`config.mk`:
```
export PLATFORM = sky130hd
export DESIGN_NAME = add_sub_pipe_flat
export DESIGN_NICKNAME = d
export VERILOG_FILES = /design/src/rtl/add_sub_if.sv /design/src/rtl/add_sub_pipe.sv /design/src/flat_wrapper.sv
export SDC_FILE = /design/constraint.sdc
export NUM_CORES = 1
export LEC_CHECK = 0
export CAP_MARGIN = 20
export CORE_ASPECT_RATIO = 0.75
export CORE_UTILIZATION = 40
export DETAILED_ROUTE_END_ITERATION = 8
export PLACE_DENSITY_LB_ADDON = 0.1
export SYNTH_ARGS = -nofsm -noshare
export SYNTH_HDL_FRONTEND = slang
export SYNTH_SLANG_ARGS = --single-unit
export TNS_END_PERCENT = 50
```
`constraint.sdc`:
```
create_clock -name clk -period 7.8 [get_ports clk]
set_clock_uncertainty 0.15 [all_clocks]
set_input_delay 0.78 -clock clk [delete_from_list [all_inputs] [get_ports clk]]
set_output_delay 0.78 -clock clk [all_outputs]
set_load 0.03 [all_outputs]
```
`src/rtl/add_sub_if.sv`:
```
// add_sub_if: valid/ready operand and result bundle for add_sub_pipe (ovf present with ADD_SUB_OVF_EN)
interface add_sub_if #(
  parameter int N = 16,
  parameter int TAG_W = 4
);
  logic in_valid;
  logic in_ready;
  logic [N-1:0] A;
  logic [N-1:0] B;
  logic s;
  logic [TAG_W-1:0] in_tag;
  logic out_valid;
  logic out_ready;
  logic [N:0] Y;
  logic [TAG_W-1:0] out_tag;
`ifdef ADD_SUB_OVF_EN
  logic ovf;
  modport master (output in_valid, A, B, s, in_tag, out_ready, input in_ready, out_valid, Y, out_tag, ovf);
  modport slave (input in_valid, A, B, s, in_tag, out_ready, output in_ready, out_valid, Y, out_tag, ovf);
`else
  modport master (output in_valid, A, B, s, in_tag, out_ready, input in_ready, out_valid, Y, out_tag);
  modport slave (input in_valid, A, B, s, in_tag, out_ready, output in_ready, out_valid, Y, out_tag);
`endif
endinterface

```
`src/rtl/add_sub_pipe.sv`:
```
// add_sub_pipe: pipelined exact signed add/subtract with segmented carry chain; ADD_SUB_OVF_EN adds ovf
module add_sub_pipe #(
  parameter int N = 16,
  parameter int STAGES = 4,
  parameter int TAG_W = 4
) (
  input logic clk,
  input logic rst,
  add_sub_if.slave bus
);
  localparam int W = N + 1;
  localparam int SEG = (W + STAGES - 1) / STAGES;
  localparam int WP = SEG * STAGES;
  // Operands are sign-extended to a whole number of segments; bits above N are discarded at the output.
  logic [WP-1:0] xa [STAGES];
  logic [WP-1:0] xb [STAGES];
  logic [WP-1:0] sm [STAGES];
  logic c [STAGES];
  logic v [STAGES];
  logic [TAG_W-1:0] tg [STAGES];
  logic [WP-1:0] pa [STAGES];
  logic [WP-1:0] pb [STAGES];
  logic [WP-1:0] ps [STAGES];
  logic pc [STAGES];
  logic pv [STAGES];
  logic [TAG_W-1:0] pt [STAGES];
  logic [SEG:0] segs [STAGES];
  logic adv;
  assign adv = ~v[STAGES-1] | bus.out_ready;
  assign bus.in_ready = adv;
  assign pa[0] = {{(WP-N){bus.A[N-1]}}, bus.A};
  assign pb[0] = {{(WP-N){bus.B[N-1]}}, bus.B} ^ {WP{bus.s}};
  assign ps[0] = '0;
  assign pc[0] = bus.s;
  assign pv[0] = bus.in_valid;
  assign pt[0] = bus.in_tag;
  for (genvar i = 1; i < STAGES; i++) begin : g_link
    assign pa[i] = xa[i-1];
    assign pb[i] = xb[i-1];
    assign ps[i] = sm[i-1];
    assign pc[i] = c[i-1];
    assign pv[i] = v[i-1];
    assign pt[i] = tg[i-1];
  end
  for (genvar i = 0; i < STAGES; i++) begin : g_seg
    assign segs[i] = {1'b0, pa[i][i*SEG +: SEG]} + {1'b0, pb[i][i*SEG +: SEG]} + {{SEG{1'b0}}, pc[i]};
  end
  always_ff @(posedge clk) begin
    if (rst) begin
      for (int k = 0; k < STAGES; k++) begin
        xa[k] <= '0;
        xb[k] <= '0;
        sm[k] <= '0;
        c[k] <= 1'b0;
        v[k] <= 1'b0;
        tg[k] <= '0;
      end
    end else if (adv) begin
      for (int k = 0; k < STAGES; k++) begin
        xa[k] <= pa[k];
        xb[k] <= pb[k];
        sm[k] <= ps[k];
        sm[k][k*SEG +: SEG] <= segs[k][SEG-1:0];
        c[k] <= segs[k][SEG];
        v[k] <= pv[k];
        tg[k] <= pt[k];
      end
    end
  end
  assign bus.out_valid = v[STAGES-1];
  assign bus.Y = sm[STAGES-1][N:0];
  assign bus.out_tag = tg[STAGES-1];
`ifdef ADD_SUB_OVF_EN
  assign bus.ovf = bus.Y[N] ^ bus.Y[N-1];
`endif
endmodule
```
`src/flat_wrapper.sv`:
```
// flat-port wrapper written by rule: the top's interface ports become plain ports
module add_sub_pipe_flat 
#(
  parameter int N = 16,
  parameter int STAGES = 4,
  parameter int TAG_W = 4
)
  (clk, rst, bus_in_valid, bus_A, bus_B, bus_s, bus_in_tag, bus_out_ready, bus_in_ready, bus_out_valid, bus_Y, bus_out_tag);
  add_sub_if #(.N(N), .TAG_W(TAG_W)) bus_i ();
  input logic clk;
  input logic rst;
  input wire logic [$bits(bus_i.in_valid)-1:0] bus_in_valid;
  input wire logic [$bits(bus_i.A)-1:0] bus_A;
  input wire logic [$bits(bus_i.B)-1:0] bus_B;
  input wire logic [$bits(bus_i.s)-1:0] bus_s;
  input wire logic [$bits(bus_i.in_tag)-1:0] bus_in_tag;
  input wire logic [$bits(bus_i.out_ready)-1:0] bus_out_ready;
  output wire logic [$bits(bus_i.in_ready)-1:0] bus_in_ready;
  output wire logic [$bits(bus_i.out_valid)-1:0] bus_out_valid;
  output wire logic [$bits(bus_i.Y)-1:0] bus_Y;
  output wire logic [$bits(bus_i.out_tag)-1:0] bus_out_tag;
  assign bus_i.in_valid = bus_in_valid;
  assign bus_i.A = bus_A;
  assign bus_i.B = bus_B;
  assign bus_i.s = bus_s;
  assign bus_i.in_tag = bus_in_tag;
  assign bus_i.out_ready = bus_out_ready;
  assign bus_in_ready = bus_i.in_ready;
  assign bus_out_valid = bus_i.out_valid;
  assign bus_Y = bus_i.Y;
  assign bus_out_tag = bus_i.out_tag;
  add_sub_pipe #(.N(N), .STAGES(STAGES), .TAG_W(TAG_W)) u_core (.clk(clk), .rst(rst), .bus(bus_i));
endmodule
```
==> flow_metrics.py <==
metrics = {
    "status": {
        "outcome": "finished, final reports clean",
    },
    "worst_setup_path": {
        "path_class": "input pin to flip-flop",
        "startpoint_type": "input pin",
        "cp.required_ps": 7830,
        "cp_slowest_cell": "clkdlybuf4s50_1",
        "arrival_ps": 3260,
        "critical-path-top-delay-family": "buffers and inverters",
        "critical_path.cell_chain": "clkdlybuf4s50_1 > xor2_1 > inv_1 > fa_1 > nor2b_1 > o21ai_0 > and3_1 > nor3_1",
        "cp-end-kind": "flip-flop",
        "max_stage_delay_ps": 1090,
        "crit_buf_inv": 2,
        "path_max_fanout": 16,
    },
    "die": {
        "num_rows": 33,
        "io_pins": 64,
        "die_x_um": 126,
        "core_um2": 11100,
        "die-area_um2": 12000,
        "fp.dieH_um": 95.0,
        "initial_utilization": 0.417,
    },
    "clocking": {
        "clk_root_buffer_cell": "clkbuf_16",
        "cts-htree-levels": 3,
        "cts_setup_buffers": 0,
        "worstSkewPairLatency_ps": 340,
        "cts_tree": "done",
        "clkSinkCount": 106,
        "ctsHoldBuffers": 0,
        "clk_pin_slew_ps": 60,
        "clockBufferDepth": 2,
        "numCtsBuffers": 9,
        "ctsResizeCount": 0,
    },
    "grt": {
        "grt_util_all_layers": 0.122,
        "grt-ovfl-total": 0,
        "first_global_vias": 2220,
        "grt_pass1_wl_mm": 10.9,
        "grt_max_degree": 80,
        "antenna_found_initial": 0,
    },
    "synthesis": {
        "synth-seq-cells": 106,
        "syn_area_um2": 4610,
        "async_reset_ff_frac": 0,
        "synth.top_cells.by_count": "edfxtp_1, and2_1, nor2_1",
        "syn_nets": 375,
        "yosys_most_used_dff": "edfxtp_1",
        "yosysTopAreaCellShare": 0.690,
        "ys_seq_area_frac": 0.690,
        "synthTopCellsByArea": "edfxtp_1, and2_1, ha_1",
        "synth_most_common_cell": "edfxtp_1",
        "synth_warnings": 0,
        "synthCells": 315,
        "synth_cell_type_count": 29,
        "yosysTopAreaCell": "edfxtp_1",
        "postSynthAreaPerCell_um2": 14.6,
        "synth-edff-count": 106,
    },
    "detailed_routing": {
        "drt-initial-drc-count": 109,
        "drt-met1-wl_mm": 2.92,
        "met3WireLength_um": 238,
        "drtAntennaViolNets": 0,
        "routedWlPerCell_um": 12.4,
        "highest_layer": "met4",
        "drt-pass1-iter-count": 4,
        "vias": 2328,
        "routed_wl_mm": 6.51,
        "wl_met2_mm": 3.23,
        "drc_errors": 0,
        "vias_per_cell": 4.44,
    },
    "timing": {
        "rsz0062_at_grt": "no",
        "setup_slack_ps": 4570,
        "fmax_mhz": 310,
        "worst_slew_pin_slew_ps": 940,
        "fin_tns_setup_ps": 0,
        "relSlewSlack": 0.371,
        "drv_slew": 0,
        "final_hold_viol_count": 0,
        "timing.final.crit_share": 0.414,
        "period_minus_slack_ps": 3230,
        "final-setup-viol-count": 0,
    },
    "final_layout": {
        "final_layout_size_suffix_gt1_frac": 0.0573,
        "antenna_cells": 0,
        "stdcell_count": 524,
        "nFillCells": 980,
        "multiInputGateArea_um2": 1280,
        "area_growth_pct": 22.4,
        "final_net_count": 439,
        "regArea_um2": 3180,
    },
    "pwr": {
        "powerDensity_nw_per_um2": 214,
        "peakVddDrop_uv": 106,
        "p_total_w": 0.00121,
        "leakagePower_nw": 2.26,
    },
    "run": {
        "drv_cap": 0,
    },
    "placement": {
        "io_buffers": 63,
        "place_hpwl_mm": 3.95,
        "routabilityCongestion": 0.734,
        "place_inst": 507,
        "pre_cts_ws_ps": 4150,
    },
    "min_path": {
        "min_path_type": "flip-flop to flip-flop",
    },
}
-- logic make-up after synthesis --
kind of cell / share of synthesized area
AOI/OAI and AO/OA: 0.0233
xor gates and xnor gates: 0.0380
adders and majority gates: 0.0629
buffers and inverters: 0.0328
DFF: 0.690
muxes: 0.00217
and+or+nand+nor: 0.151
-- sequential cells by signal, indices dropped and copies added (netlist names) --
register and flops:
u_core.xb 18, u_core.c 3, u_core.tg 16, u_core.sm 47, u_core.xa 18, u_core.v 4
-- placed cells by master (no fill, tap or decap), types with 2 or more instances in the layout --
master / count
a21o_1: 2
a21oi_1: 8
and2_1: 78
and3_1: 2
buf_4: 2
clkbuf_16: 9
clkdlybuf4s50_1: 63
clkinv_2: 5
edfxtp_1: 106
fa_1: 7
ha_1: 12
inv_1: 18
nor2_1: 24
nor2b_1: 5
nor3_1: 4
o21ai_0: 4
xnor2_1: 14
xor2_1: 6
-- area by class of cell --
type | count | area share
clock buffers | 10 | 0.0405
well taps | 140 | 0.0310
inverters | 18 | 0.0120
clock inverters | 6 | 0.00598
repair buffers | 66 | 0.119
flip-flops and latches | 106 | 0.564
multi-input cells | 178 | 0.228
-- where the power goes --
| group | leakage [nW] | internal [W] | total (W) | switching [W] |
|---|---|---|---|---|
| Clock | 0.136 | 0.000214 | 0.000402 | 0.000188 |
| Sequential | 1.26 | 0.000670 | 0.000680 | 0.00000953 |
| Combinational | 0.867 | 0.0000641 | 0.000125 | 0.0000607 |
| Total | 2.26 | 0.000948 | 0.00121 | 0.000258 |
-- layer usage --
layer  global-route usage  vias up
met5                    0        -
met1                0.144     1078
met4               0.0492        0
met3               0.0425       10
met2                0.207       45
li1                     -     1195
-- worst reg2reg max path: stages (launching register included) --
cell and delay (ps):
edfxtp_1 380, nor2b_4 160, nand2b_4 520, buf_4 690
-- final timing paths --
path,start,endpoint,slack (ps),cells past startpoint
hold reg to reg,u_core.xb[0][14]$_SDFFCE_PN0P_,u_core.xb[0][34]$_SDFFCE_PN0P_,360,1
setup / recovery,bus_s,u_core.sm[0][4]$_SDFFCE_PN0P_,4570,8
hold / removal,u_core.xb[0][14]$_SDFFCE_PN0P_,u_core.xb[0][34]$_SDFFCE_PN0P_,360,1
setup reg to reg,u_core.v[0][3]$_DFFE_PP_,u_core.sm[0][45]$_SDFFCE_PN0P_,5490,3
-- stage by stage --
| step | hold WS [ps] | util | cell area, µm² |
|---|---|---|---|
| detailed placement | 353 | 0.484 | 5360 |
| global route | 377 | 0.510 | 5650 |
| CTS | 365 | 0.508 | 5620 |
| finish | 363 | 0.510 | 5650 |
| floorplan | 347 | - | 4610 |
| global placement | 349 | 0.484 | 5360 |
No activity file was read; power rests on OpenSTA's default activity.
